**src/rtl/jacaranda_defs.sv**
```systemverilog
// Shared jacaranda-8 instruction field layout.
// Both the decoder and the loader-side encoder take their field positions from here.
package jacaranda_defs;

    localparam int INSTR_W = 8;
    localparam int OPC_MSB = 7;
    localparam int OPC_LSB = 4;
    localparam int RD_MSB  = 3;
    localparam int RD_LSB  = 2;
    localparam int RS_MSB  = 1;
    localparam int RS_LSB  = 0;
    localparam int IMM_MSB = 3;
    localparam int IMM_LSB = 0;

    typedef logic [INSTR_W-1:0] instr_t;

    function automatic instr_t pack_instr(
        input logic [3:0] opcode,
        input logic [1:0] rd,
        input logic [1:0] rs,
        input logic [3:0] imm,
        input logic       use_imm
    );
        instr_t w;
        w = '0;
        w[OPC_MSB:OPC_LSB] = opcode;
        if (use_imm) begin
            w[IMM_MSB:IMM_LSB] = imm;
        end else begin
            w[RD_MSB:RD_LSB] = rd;
            w[RS_MSB:RS_LSB] = rs;
        end
        return w;
    endfunction

endpackage

```
**src/rtl/sync_fifo.sv**
```systemverilog
// Single-clock FIFO with synchronous flush and async active-low reset.
// Full/empty come from the occupancy register, so they never depend on this cycle's push/pop.
module sync_fifo #(
    parameter int WIDTH = 8,
    parameter int DEPTH = 4
) (
    input  logic             clock,
    input  logic             reset_n,
    input  logic             push,
    input  logic             pop,
    input  logic             flush,
    input  logic [WIDTH-1:0] din,
    output logic [WIDTH-1:0] dout,
    output logic             full,
    output logic             empty
);

    localparam int PW = $clog2(DEPTH);

    logic [WIDTH-1:0] store [DEPTH];
    logic [PW-1:0]    wptr;
    logic [PW-1:0]    rptr;
    logic [PW:0]      count;
    logic             do_push;
    logic             do_pop;

    assign full    = (count == (PW+1)'(DEPTH));
    assign empty   = (count == '0);
    assign do_push = push & ~full & ~flush;
    assign do_pop  = pop & ~empty & ~flush;
    assign dout    = store[rptr];

    always_ff @(posedge clock or negedge reset_n) begin
        if (!reset_n) begin
            wptr  <= '0;
            rptr  <= '0;
            count <= '0;
        end else if (flush) begin
            wptr  <= '0;
            rptr  <= '0;
            count <= '0;
        end else begin
            if (do_push) wptr <= wptr + 1'b1;
            if (do_pop)  rptr <= rptr + 1'b1;
            unique case ({do_push, do_pop})
                2'b10:   count <= count + 1'b1;
                2'b01:   count <= count - 1'b1;
                default: count <= count;
            endcase
        end
    end

    // Data storage needs no reset; occupancy decides what is valid.
    always_ff @(posedge clock) begin
        if (do_push) store[wptr] <= din;
    end

endmodule

```
**src/rtl/instr_encoder_loader.sv**
```systemverilog
// Packs instruction fields into jacaranda-8 words and streams them
// into instruction memory through a small FIFO and an address counter.
module instr_encoder_loader
    import jacaranda_defs::*;
#(
    parameter int ADDR_W = 8,
    parameter int DEPTH  = 4
) (
    input  logic              clock,
    input  logic              reset_n,
    input  logic              in_valid,
    output logic              in_ready,
    input  logic [3:0]        in_opcode,
    input  logic [1:0]        in_rd,
    input  logic [1:0]        in_rs,
    input  logic [3:0]        in_imm,
    input  logic              in_use_imm,
    input  logic              base_load,
    input  logic [ADDR_W-1:0] base_addr,
    input  logic              clear,
    output logic              mem_we,
    input  logic              mem_ready,
    output logic [ADDR_W-1:0] mem_addr,
    output logic [7:0]        mem_wdata,
    output logic [ADDR_W:0]   wr_count,
    output logic              wrapped,
    output logic              busy
);

    instr_t packed_word;
    logic   full;
    logic   empty;
    logic   done;

    assign packed_word = pack_instr(in_opcode, in_rd, in_rs,
                                    in_imm, in_use_imm);

    sync_fifo #(
        .WIDTH (INSTR_W),
        .DEPTH (DEPTH)
    ) u_fifo (
        .clock   (clock),
        .reset_n (reset_n),
        .push    (in_valid),
        .pop     (mem_ready),
        .flush   (clear),
        .din     (packed_word),
        .dout    (mem_wdata),
        .full    (full),
        .empty   (empty)
    );

    assign in_ready = ~full;
    assign mem_we   = ~empty;
    assign busy     = ~empty;
    assign done     = mem_we & mem_ready;

    // base_load outranks a completing write; that write still used the old address.
    always_ff @(posedge clock or negedge reset_n) begin
        if (!reset_n) begin
            mem_addr <= '0;
            wr_count <= '0;
            wrapped  <= 1'b0;
        end else if (base_load) begin
            mem_addr <= base_addr;
            wr_count <= '0;
            wrapped  <= 1'b0;
        end else if (done) begin
            mem_addr <= mem_addr + 1'b1;
            if (wr_count != '1) wr_count <= wr_count + 1'b1;
            if (mem_addr == '1) wrapped <= 1'b1;
        end
    end

endmodule
```
**config.mk**
```make
export PLATFORM = sky130hd
export DESIGN_NAME = instr_encoder_loader
export DESIGN_NICKNAME = d
export VERILOG_FILES = /design/src/rtl/jacaranda_defs.sv /design/src/rtl/sync_fifo.sv /design/src/rtl/instr_encoder_loader.sv
export SDC_FILE = /design/constraint.sdc
export NUM_CORES = 1
export LEC_CHECK = 0
export ABC_AREA = 1
export CELL_PAD_IN_SITES_DETAIL_PLACEMENT = 1
export CELL_PAD_IN_SITES_GLOBAL_PLACEMENT = 1
export CORE_MARGIN = 4
export CORE_UTILIZATION = 23
export CTS_CLUSTER_SIZE = 25
export DETAILED_ROUTE_END_ITERATION = 16
export HOLD_SLACK_MARGIN = 0.12
export PLACE_DENSITY = 0.53
export SLEW_MARGIN = 20
export SYNTH_ARGS = -nofsm -noshare
export SYNTH_HDL_FRONTEND = slang
export SYNTH_HIERARCHICAL = 1
export SYNTH_SLANG_ARGS = --single-unit
```
**constraint.sdc**
```tcl
create_clock -name clock -period 5.95 [get_ports clock]
set_clock_uncertainty 0.1 [all_clocks]
set_input_delay 1.4875 -clock clock [delete_from_list [all_inputs] [get_ports clock]]
set_output_delay 1.4875 -clock clock [all_outputs]
set_load 0.05 [all_outputs]
```
* After elaboration in Yosys (flattened, before gate mapping) *
Memories as Yosys holds them, arrays and structs flattened.
Cells that the tools add are included.

word-level totals
  register bits after elaboration = 25
  latch bits = 0
  memory bits (writable) = 32
  ROM bits = 0
  bits of input ports = 27
  logic and storage cells = 51
  memories = 1

operators by class
  add/sub/neg operators = 6
  multipliers = 0
  div/mod/pow operators = 0
  magnitude comparators = 0
  equal/unequal tests = 5
  shifts and indexed selects = 0
  mux-type cells = 17
  bitwise logic cells = 7
  reduce and logical (&&, ||, !) cells = 9

memories
  name          words  width  read ports  clocked after memory_dff  write ports  line             RTL
  u_fifo.store  4      8      1           0                         1            sync_fifo.sv:20  logic [WIDTH-1:0] store [DEPTH];

operators by type and width
  operator                                          count
  two-way mux 9 bit                                 3
  two-way mux 8 bit                                 2
  nonzero test 2 bit                                5
  adder 9 x 1 -> 9 bit, second input constant       1
  inequality test 9 bit, second input constant      1
  adder 8 x 1 -> 8 bit, second input constant       1
  == test 8 bit, second input constant              1
  two-way mux 2 bit                                 4
  case mux 3 bit (2 select lines)                   1
  two-way mux 1 bit                                 5
  adder 2 x 1 -> 2 bit, second input constant       2
  AND 1 bit                                         4
  two-way mux 4 bit                                 1
  AND reduction 2 bit                               2
  adder 3 x 1 -> 3 bit, second input constant       1
  == test 3 bit, second input constant              1
  logical NOT 3 bit                                 1
  two-way mux 3 bit                                 1
  NOT 1 bit                                         3
  nonzero test 3 bit                                1
  subtractor 3 x 1 -> 3 bit, second input constant  1
  == test 2 x 1 -> 1 bit, second input constant     1
  == test 2 bit, second input constant              1

* Depth between registers and ports, before layout *
Gate-level depths: netlist of the first run.

  depth after elaboration = 7
  mapped depth = 13

* By module *
Netlist of the first run, hierarchy kept.

modules (own cells, without submodules)
  module                instances  cells each  area each (um^2)  seq. area each (um^2)
  sync_fifo             1          143         1670.4            1136.1
  instr_encoder_loader  1          147         1147.4            450.4

* Least setup slack after synthesis of the first run *
Ideal clock, no wire load.

  path type = reg2out
  start = reg u_fifo.rptr[0]
  end = out mem_wdata[6]
  arrival = 1.652 ns
  required time = 4.363 ns
  path slack = 2.710 ns
  cell stages (with the launch flop) = 6
  path buffers = 2
  cells stage by stage = dfrtp_1 > buf_2 > inv_1 > buf_2 > o21ai_0 > o22ai_1

on the way
  word-level cells in the longest chain between the ends = 1

ends and longest elaborated chain
  item                     line                        RTL
  from (decl)              sync_fifo.sv:22             logic [PW-1:0] rptr;
  from (signal assigned)   sync_fifo.sv:44             if (do_pop) rptr <= rptr + 1'b1;
  memory read (4 x 8 bit)  --
  to (decl)                instr_encoder_loader.sv:24  output logic [7:0] mem_wdata,

No other way between the ends.

* Worst setup path after layout of the first run *
Ends and elaborated chain as after synthesis.

==> flow_metrics.py, run 1 <==
metrics = {
    "yosys": {
        "synthTopCellsByArea": "edfxtp_1 34%, dfrtp_1 22%, nand2_1 8.8%",
        "synth_top_area_share_pct": 34.1,
        "ys_seq_area_share_pct": 56.3,
        "synth_ff_type": "edfxtp_1",
        "postSynthAreaPerCell_um2": 9.72,
        "netlist_top_cells_count": "66 x nand2_1, 32 x edfxtp_1, 30 x inv_1",
        "synth_most_common_cell": "nand2_1",
        "ys_warn_count": 6,
        "synth_nets": 325,
        "ys_seq_elements": 57,
        "synth.distinct_cells": 32,
        "netlist_instances": 290,
        "ys_async_sr_fraction_pct": 43.9,
        "yosysTopAreaCell": "edfxtp_1",
        "synth.cell_area_um2": 2820,
        "synth-edff-count": 32,
    },
    "sta": {
        "period_share_pct": 68.4,
        "drv_slew": 0,
        "worstMarginPinSlew_ps": 906,
        "setup_viol_count_final": 0,
        "tns_ps": 0,
        "rsz0062_at_grt": "false",
        "min_period_ps": 4070,
        "max_freq_mhz": 246,
        "slew_headroom_pct": 39.4,
        "final_hold_viol_count": 0,
        "timing.hold.ws_ps": 385,
    },
    "worst_setup_path": {
        "critPathKind": "reg -> out",
        "crit_required_ps": 4360,
        "max_stage_delay_ps": 830,
        "worstPathMaxFanout": 18,
        "critPathLaunchType": "flip-flop",
        "cp_slowest_cell": "clkdlybuf4s50_1",
        "worstPathArrival_ps": 2480,
        "path_cells": "inv_1, o21ai_0, o22ai_1, clkdlybuf4s50_1",
        "end_kind": "output port",
    },
    "drt": {
        "postRouteAntennaNets": 0,
        "top_layer": "met4",
        "route.met2.wl_um": 3550,
        "routed_wl_um": 7330,
        "wire_per_inst_um": 14.6,
        "detail_route.iter0.violations": 87,
        "met3_length_um": 312,
        "drtPass1Iterations": 4,
        "drc": 0,
        "vias": 2245,
        "routed_via_density": 4.46,
        "m1WireLength_um": 3360,
    },
    "grt": {
        "antenna_found_initial": 0,
        "gr-total-overflow": 0,
        "grtUsageTotal_pct": 11.2,
        "grt_max_degree": 26,
        "grt_pass1_wl_um": 12500,
        "grt_pass1_vias": 2423,
    },
    "cts": {
        "cts.sinks": 57,
        "insertion_delay_ps": 320,
        "cts_hold_buf": 0,
        "clk_transition_reported_paths_ps": 50,
        "h-tree-depth": 3,
        "cts.path.max_buffers": 2,
        "ctsResizeCount": 0,
        "cts_tree": "done",
        "post_cts_buffers": 0,
        "numCtsBuffers": 9,
        "root_buffer": "clkbuf_16",
    },
    "power": {
        "internal_power_mw": 1.01,
        "irDropWorstVdd_mv": 0.233,
        "pwr-share-comb_pct": 34.2,
        "clkPwrFrac_pct": 33.5,
        "cellPowerDensity_nw_per_um2": 424,
        "leakage_nw": 1.56,
        "p_sw_mw": 0.613,
        "p_sw_share_pct": 37.8,
        "power_mw": 1.62,
        "p_seq_share_pct": 32.3,
    },
    "placement": {
        "gp_congestion": 0.720,
        "dpl.hpwl_um": 5390,
        "dp.cells": 487,
        "port_buffers": 55,
        "placed_area_um2": 3520,
    },
    "status": {
        "status": "complete, no violations",
    },
    "floorplan": {
        "die_area_um2": 14100,
        "dieWidth_um": 119,
        "std_cell_rows": 40,
        "io_pins": 56,
        "core_um2": 12000,
        "die_h_um": 119,
        "start_util_pct": 23.5,
    },
    "min_path": {
        "hold_class": "reg -> reg",
    },
    "flow_run": {
        "drv_cap": 0,
    },
    "cells_and_area": {
        "antennaDiodeCount": 0,
        "fin_cells": 503,
        "final_area_um2": 3830,
        "num-nets-final": 386,
        "fill_cells": 1406,
        "drive_gt1_share_pct": 12.9,
        "syn_to_final_growth_pct": 35.9,
    },
}
## cells in the final DEF, fill, tap and decap left out, types with 2 or more instances in the layout
cell type,count
nor2_1,25
bufinv_16,2
nand3_1,12
clkbuf_16,9
inv_1,30
xnor2_1,3
o21ai_1,4
nand2_2,9
ha_1,7
clkinv_1,4
inv_2,4
nand4_1,3
dfrtp_1,25
o21ai_0,20
nor2_2,6
nand3_2,7
nand2_1,66
o21bai_1,4
edfxtp_1,32
mux2_2,4
o211ai_1,2
xor2_1,2
a21oi_1,3
clkdlybuf4s50_1,55
o22ai_1,8
## worst max-delay path: cells and delay by family, from the launching register on
| family | cells | cell delay, ps |
|---|---|---|
| DFF | 1 | 560 |
| buffers and inverters | 2 | 1290 |
| AOI/OAI and AO/OA | 2 | 300 |
## power groups by stage
stage          sequential (mW)  combinational (mW)  clock (mW)
2_1_floorplan            0.581               0.325           0
3_3_place_gp             0.531               0.557           0
3_5_place_dp             0.533               0.562           0
4_1_cts                  0.527               0.564       0.565
5_1_grt                  0.536               0.602       0.583
6_report                 0.524               0.555       0.543
## state kept, by name, indices dropped and copies added (netlist names)
signal        count
u_fifo/store     32
wrapped           1
u_fifo/count      3
u_fifo/rptr       2
mem_addr          8
wr_count          9
u_fifo/wptr       2
## routing by layer
metal	vias up	track usage, %
li1	1090	-
met1	1093	14.1
met2	50	18.3
met3	12	3.35
met4	0	3.91
met5	-	0
## final cells by class
| cell class | instances | area (um^2) | share of cell area (%) |
|---|---|---|---|
| Clock inverter | 7 | 85.1 | 2.22 |
| Clock buffer | 9 | 225 | 5.88 |
| Inverter | 35 | 131 | 3.43 |
| Tap cell | 147 | 184 | 4.80 |
| Multi-Input combinational cell | 192 | 1060 | 27.6 |
| Sequential cell | 57 | 1590 | 41.4 |
| Timing Repair Buffer | 56 | 558 | 14.6 |
## final timing paths
check | slack (ps) | cells after the start | start | end
max in group asynchronous | 4040 | 2 | reset_n | u_fifo/wptr[1]
setup reg to reg | 3850 | 13 | u_fifo/count[0] | u_fifo/count[2]
hold reg to reg | 380 | 2 | wrapped | wrapped
hold / removal | 380 | 2 | wrapped | wrapped
min in group asynchronous | 1440 | 2 | reset_n | wrapped
setup / recovery | 1880 | 4 | u_fifo/rptr[0] | mem_wdata[6]
## stage by stage
step / setup slack [ps] / utilization (%)
3_5_place_dp: 2170 / 29.3
6_report: 1880 / 31.9
4_1_cts: 1820 / 31.9
5_1_grt: 1640 / 31.9
3_3_place_gp: 2230 / 29.3
2_1_floorplan: 2710 / -
## cells by family (layout without fill, tap and decap cells)
group / count (synthesis) / after routing / share of synthesized area (%)
adders and majority gates: 8 / 8 / 3.82
xor gates and xnor gates: 5 / 5 / 1.55
muxes: 4 / 4 / 1.60
buffers and inverters: 41 / 107 / 6.13
DFF: 57 / 57 / 56.3
AOI/OAI and AO/OA: 45 / 45 / 9.24
and+or+nand+nor: 130 / 130 / 21.4
(Power assumes the default switching activity.)
==> run 2: changes to the inputs <==
==> constraint.sdc (replaced) <==
create_clock -name clock -period 4.19 [get_ports clock]
set_clock_uncertainty 0.1 [all_clocks]
set_input_delay 1.0475 -clock clock [delete_from_list [all_inputs] [get_ports clock]]
set_output_delay 1.0475 -clock clock [all_outputs]
set_load 0.05 [all_outputs]
==> flow_metrics.py, run 2 (synthesis gave the netlist of run 1 again) <==
metrics = {
    "drt": {
        "m1WireLength_um": 3300,
        "postRouteAntennaNets": 0,
        "routed_wl_um": 7180,
        "top_layer": "met4",
        "wire_per_inst_um": 14.2,
        "vias": 2183,
        "drtPass1Iterations": 4,
        "met3_length_um": 378,
        "detail_route.iter0.violations": 100,
        "route.met2.wl_um": 3410,
        "drc": 0,
        "routed_via_density": 4.31,
    },
    "floorplan": {
        "dieWidth_um": 119,
        "core_um2": 12000,
        "die_h_um": 119,
        "die_area_um2": 14100,
        "start_util_pct": 23.5,
        "std_cell_rows": 40,
        "io_pins": 56,
    },
    "cts": {
        "clk_transition_reported_paths_ps": 50,
        "h-tree-depth": 3,
        "post_cts_buffers": 0,
        "cts.sinks": 57,
        "cts_hold_buf": 0,
        "cts.path.max_buffers": 2,
        "ctsResizeCount": 0,
        "root_buffer": "clkbuf_16",
        "cts_tree": "done",
        "numCtsBuffers": 9,
        "insertion_delay_ps": 330,
    },
    "placement": {
        "gp_congestion": 0.777,
        "dp.cells": 490,
        "port_buffers": 55,
        "placed_area_um2": 3540,
        "dpl.hpwl_um": 5260,
    },
    "sta": {
        "drv_slew": 0,
        "rsz0062_at_grt": "false",
        "final_hold_viol_count": 0,
        "timing.hold.ws_ps": 391,
        "slew_headroom_pct": 45.1,
        "max_freq_mhz": 292,
        "tns_ps": 0,
        "worstMarginPinSlew_ps": 820,
        "min_period_ps": 3420,
        "period_share_pct": 81.7,
        "setup_viol_count_final": 0,
    },
    "power": {
        "irDropWorstVdd_mv": 0.390,
        "leakage_nw": 1.56,
        "cellPowerDensity_nw_per_um2": 589,
    },
    "grt": {
        "grt_max_degree": 26,
        "grt_pass1_wl_um": 12200,
        "grt_pass1_vias": 2343,
        "antenna_found_initial": 0,
        "grtUsageTotal_pct": 11.0,
        "gr-total-overflow": 0,
    },
    "cells_and_area": {
        "fill_cells": 1387,
        "largest_registers": "u_fifo/store (32), wr_count (9), mem_addr (8)",
        "largest_register_ffs": 32,
        "fin_cells": 506,
        "syn_to_final_growth_pct": 36.2,
        "drive_gt1_share_pct": 14.2,
        "layout_commonest_cell": "nand2_1",
        "final_cell_mix": "66 x nand2_1, 55 x clkdlybuf4s50_1, 32 x edfxtp_1, 30 x inv_1",
        "num-nets-final": 389,
        "top_register": "u_fifo/store",
        "final_area_um2": 3840,
        "antennaDiodeCount": 0,
    },
    "flow_run": {
        "drv_cap": 0,
    },
    "worst_setup_path": {
        "critPathKind": "reg -> out",
        "startpoint": "u_fifo/rptr[1]",
        "end_kind": "output port",
        "reg2reg_slack_ps": 2120,
        "r2r-end": "wr_count[2]",
        "worstPathMaxFanout": 10,
        "worstPathArrival_ps": 2270,
        "crit_required_ps": 3040,
        "regToRegStartpoint": "wr_count[0]",
        "crit_end": "mem_wdata[2]",
        "r2r_cells": 10,
        "critPathLaunchType": "flip-flop",
    },
    "status": {
        "status": "complete, no violations",
    },
    "min_path": {
        "min-delay-start": "wrapped",
        "hold_class": "reg -> reg",
    },
}
[run 2: changes by cell type in the layout (fill, tap and decap cells not counted)]
cell and change:
bufinv_16 -1, buf_4 +3, clkinv_1 -2, clkinvlp_4 +2
clkinv_4 +1
[run 2: per-layer routing]
layer,global-route usage (%),vias to the layer above
met2,17.4,50
met1,13.7,1028
li1,-,1094
met5,0,-
met3,4.21,11
met4,3.48,0
[run 2: layout make-up]
type                       instances  area (um^2)  area share [%]
sequential                        57         1590            41.3
multi-input combinational        192         1060            27.6
timing repair buffer              59          581            15.1
clock buffer                       9          225            5.87
tap                              147          184            4.79
inverter                          35          131            3.42
clock inverter                     7         71.3            1.86
[run 2: how the worst min path moves through the flow]
stage          depth (start not counted)  slack (ps)               to
2_1_floorplan                          1         420  u_fifo/count[0]
3_3_place_gp                           2         380          wrapped
3_5_place_dp                           2         370          wrapped
4_1_cts                                2         390          wrapped
5_1_grt                                2         430          wrapped
6_report                               2         390          wrapped
[run 2: through the flow]
stage	worst slack, ps	power, mW	utilization (%)
detailed placement	1090	1.56	29.5
CTS	771	2.30	31.9
global placement	1120	1.55	29.5
global route	591	2.40	31.9
floorplan	1390	1.29	-
finish	768	2.26	31.9
[run 2: power breakdown]
group          internal (mW)  total [mW]  switching [mW]
Combinational          0.264       0.808           0.545
Sequential             0.660       0.730          0.0696
Clock                  0.458       0.723           0.265
Total                   1.38        2.26           0.879
[run 2: critical path, stage by stage, from the launching register on]
cell and delay, ps:
dfrtp_1 480, inv_1 310, o21ai_0 140, o22ai_1 170, clkdlybuf4s50_1 840
==> run 3: changes to the inputs <==
--- a/config.mk
+++ b/config.mk
@@ -13,7 +13,7 @@
 export CTS_CLUSTER_SIZE = 25
 export DETAILED_ROUTE_END_ITERATION = 16
 export HOLD_SLACK_MARGIN = 0.12
-export PLACE_DENSITY = 0.53
+export PLACE_DENSITY = 0.55
 export SLEW_MARGIN = 20
 export SYNTH_ARGS = -nofsm -noshare
 export SYNTH_HDL_FRONTEND = slang
==> constraint.sdc (replaced) <==
create_clock -name clock -period 2.76 [get_ports clock]
set_clock_uncertainty 0.1 [all_clocks]
set_input_delay 0.69 -clock clock [delete_from_list [all_inputs] [get_ports clock]]
set_output_delay 0.69 -clock clock [all_outputs]
set_load 0.05 [all_outputs]
==> flow_metrics.py, run 3 (synthesis gave the netlist of run 1 again) <==
metrics = {
    "worst_setup_path": {
        "startpoint": "u_fifo/count[0]",
        "crit_end": "in_ready",
        "worstPathArrival_ps": 1840,
        "crit_required_ps": 1970,
        "regToRegStartpoint": "u_fifo/count[0]",
        "critPathKind": "reg -> out",
        "reg2reg_slack_ps": 660,
        "worstPathMaxFanout": 4,
        "r2r-end": "u_fifo/count[2]",
        "end_kind": "output port",
        "critPathLaunchType": "flip-flop",
        "r2r_cells": 13,
    },
    "sta": {
        "max_freq_mhz": 380,
        "period_share_pct": 95.3,
        "drv_slew": 0,
        "tns_ps": 0,
        "worstMarginPinSlew_ps": 549,
        "min_period_ps": 2630,
        "slew_headroom_pct": 63.4,
        "rsz0062_at_grt": "false",
        "setup_viol_count_final": 0,
        "final_hold_viol_count": 0,
    },
    "drt": {
        "vias": 2264,
        "routed_wl_um": 7400,
        "wire_per_inst_um": 14.5,
        "routed_via_density": 4.43,
        "drtPass1Iterations": 4,
        "detail_route.iter0.violations": 102,
        "postRouteAntennaNets": 0,
        "drc": 0,
    },
    "grt": {
        "grt_max_degree": 26,
        "grt_pass1_vias": 2527,
        "grtUsageTotal_pct": 11.2,
        "antenna_found_initial": 0,
        "gr-total-overflow": 0,
        "grt_pass1_wl_um": 12600,
    },
    "cells_and_area": {
        "final_cell_mix": "66 x nand2_1, 45 x clkdlybuf4s50_1, 32 x edfxtp_1, 30 x inv_1",
        "largest_registers": "u_fifo/store (32), wr_count (9), mem_addr (8)",
        "final_area_um2": 3980,
        "layout_commonest_cell": "nand2_1",
        "antennaDiodeCount": 0,
        "drive_gt1_share_pct": 17.9,
        "num-nets-final": 394,
        "largest_register_ffs": 32,
        "fin_util_pct": 33.2,
        "fin_cells": 511,
        "syn_to_final_growth_pct": 41.4,
        "top_register": "u_fifo/store",
    },
    "placement": {
        "dpl.hpwl_um": 5400,
        "dp.cells": 495,
        "placed_area_um2": 3660,
        "gp_congestion": 0.741,
        "port_buffers": 55,
    },
    "cts": {
        "cts_hold_buf": 0,
        "cts.sinks": 57,
        "numCtsBuffers": 9,
        "root_buffer": "clkbuf_16",
        "insertion_delay_ps": 320,
        "ctsResizeCount": 0,
        "post_cts_buffers": 0,
        "cts.path.max_buffers": 2,
        "clk_transition_reported_paths_ps": 50,
        "h-tree-depth": 3,
        "cts_tree": "done",
    },
    "floorplan": {
        "core_um2": 12000,
        "std_cell_rows": 40,
        "die_area_um2": 14100,
        "io_pins": 56,
        "dieWidth_um": 119,
        "die_h_um": 119,
        "start_util_pct": 23.5,
    },
    "flow_run": {
        "drv_cap": 0,
    },
    "power": {
        "leakage_nw": 1.66,
        "power_mw": 3.67,
        "irDropWorstVdd_mv": 0.673,
        "cellPowerDensity_nw_per_um2": 921,
    },
    "min_path": {
        "hold_class": "reg -> reg",
    },
    "status": {
        "status": "complete, no violations",
    },
}
-- run 3: changes by cell type in the layout (fill, tap and decap cells not counted), sizes merged --
| cell | before | now |
|---|---|---|
| bufinv | 1 | 2 |
| buf | 4 | 17 |
| dlymetal6s2s | 0 | 2 |
| clkinvlp | 2 | 1 |
| clkdlybuf4s50 | 55 | 45 |
-- run 3: worst min path at each step --
stage,slack (ps),cells after the start,start,end
2_1_floorplan,290,0,reset_n,mem_addr[0]
3_5_place_dp,390,2,wrapped,wrapped
5_1_grt,440,2,wrapped,wrapped
6_report,400,2,wrapped,wrapped
3_3_place_gp,390,2,wrapped,wrapped
4_1_cts,410,2,wrapped,wrapped
-- run 3: final cells by class --
type	instances	area [um^2]
clock inverter	7	95.1
tap	147	184
multi-input combinational	192	1060
timing repair buffer	64	703
clock buffer	9	225
fill	1377	8030
inverter	35	131
sequential	57	1590
-- run 3: critical path, cell delays in order (launching register included) --
cell             delay, ps
dfrtp_1                430
nor2_2                 190
nand2_2                110
inv_1                   60
inv_1                   30
clkdlybuf4s50_1        680
-- run 3: per-stage QoR --
step,hold WS [ps],worst slack (ps)
4_1_cts,410,26.8
2_1_floorplan,294,318
3_5_place_dp,388,167
3_3_place_gp,388,249
6_report,405,131
5_1_grt,439,17.4
-- run 3: power by group --
| part | switching [mW] | internal, mW |
|---|---|---|
| sequential | 0.110 | 1.00 |
| clock | 0.396 | 0.788 |
| combinational | 0.864 | 0.510 |
-- run 3: routing by layer --
layer / vias up / global-route usage [%] / part of all wire (%)
li1: 1104 / - / -
met4: 0 / 3.26 / 0.82
met1: 1097 / 13.2 / 45
met5: - / 0 / 0
met3: 9 / 3.64 / 4.9
met2: 54 / 19.5 / 50
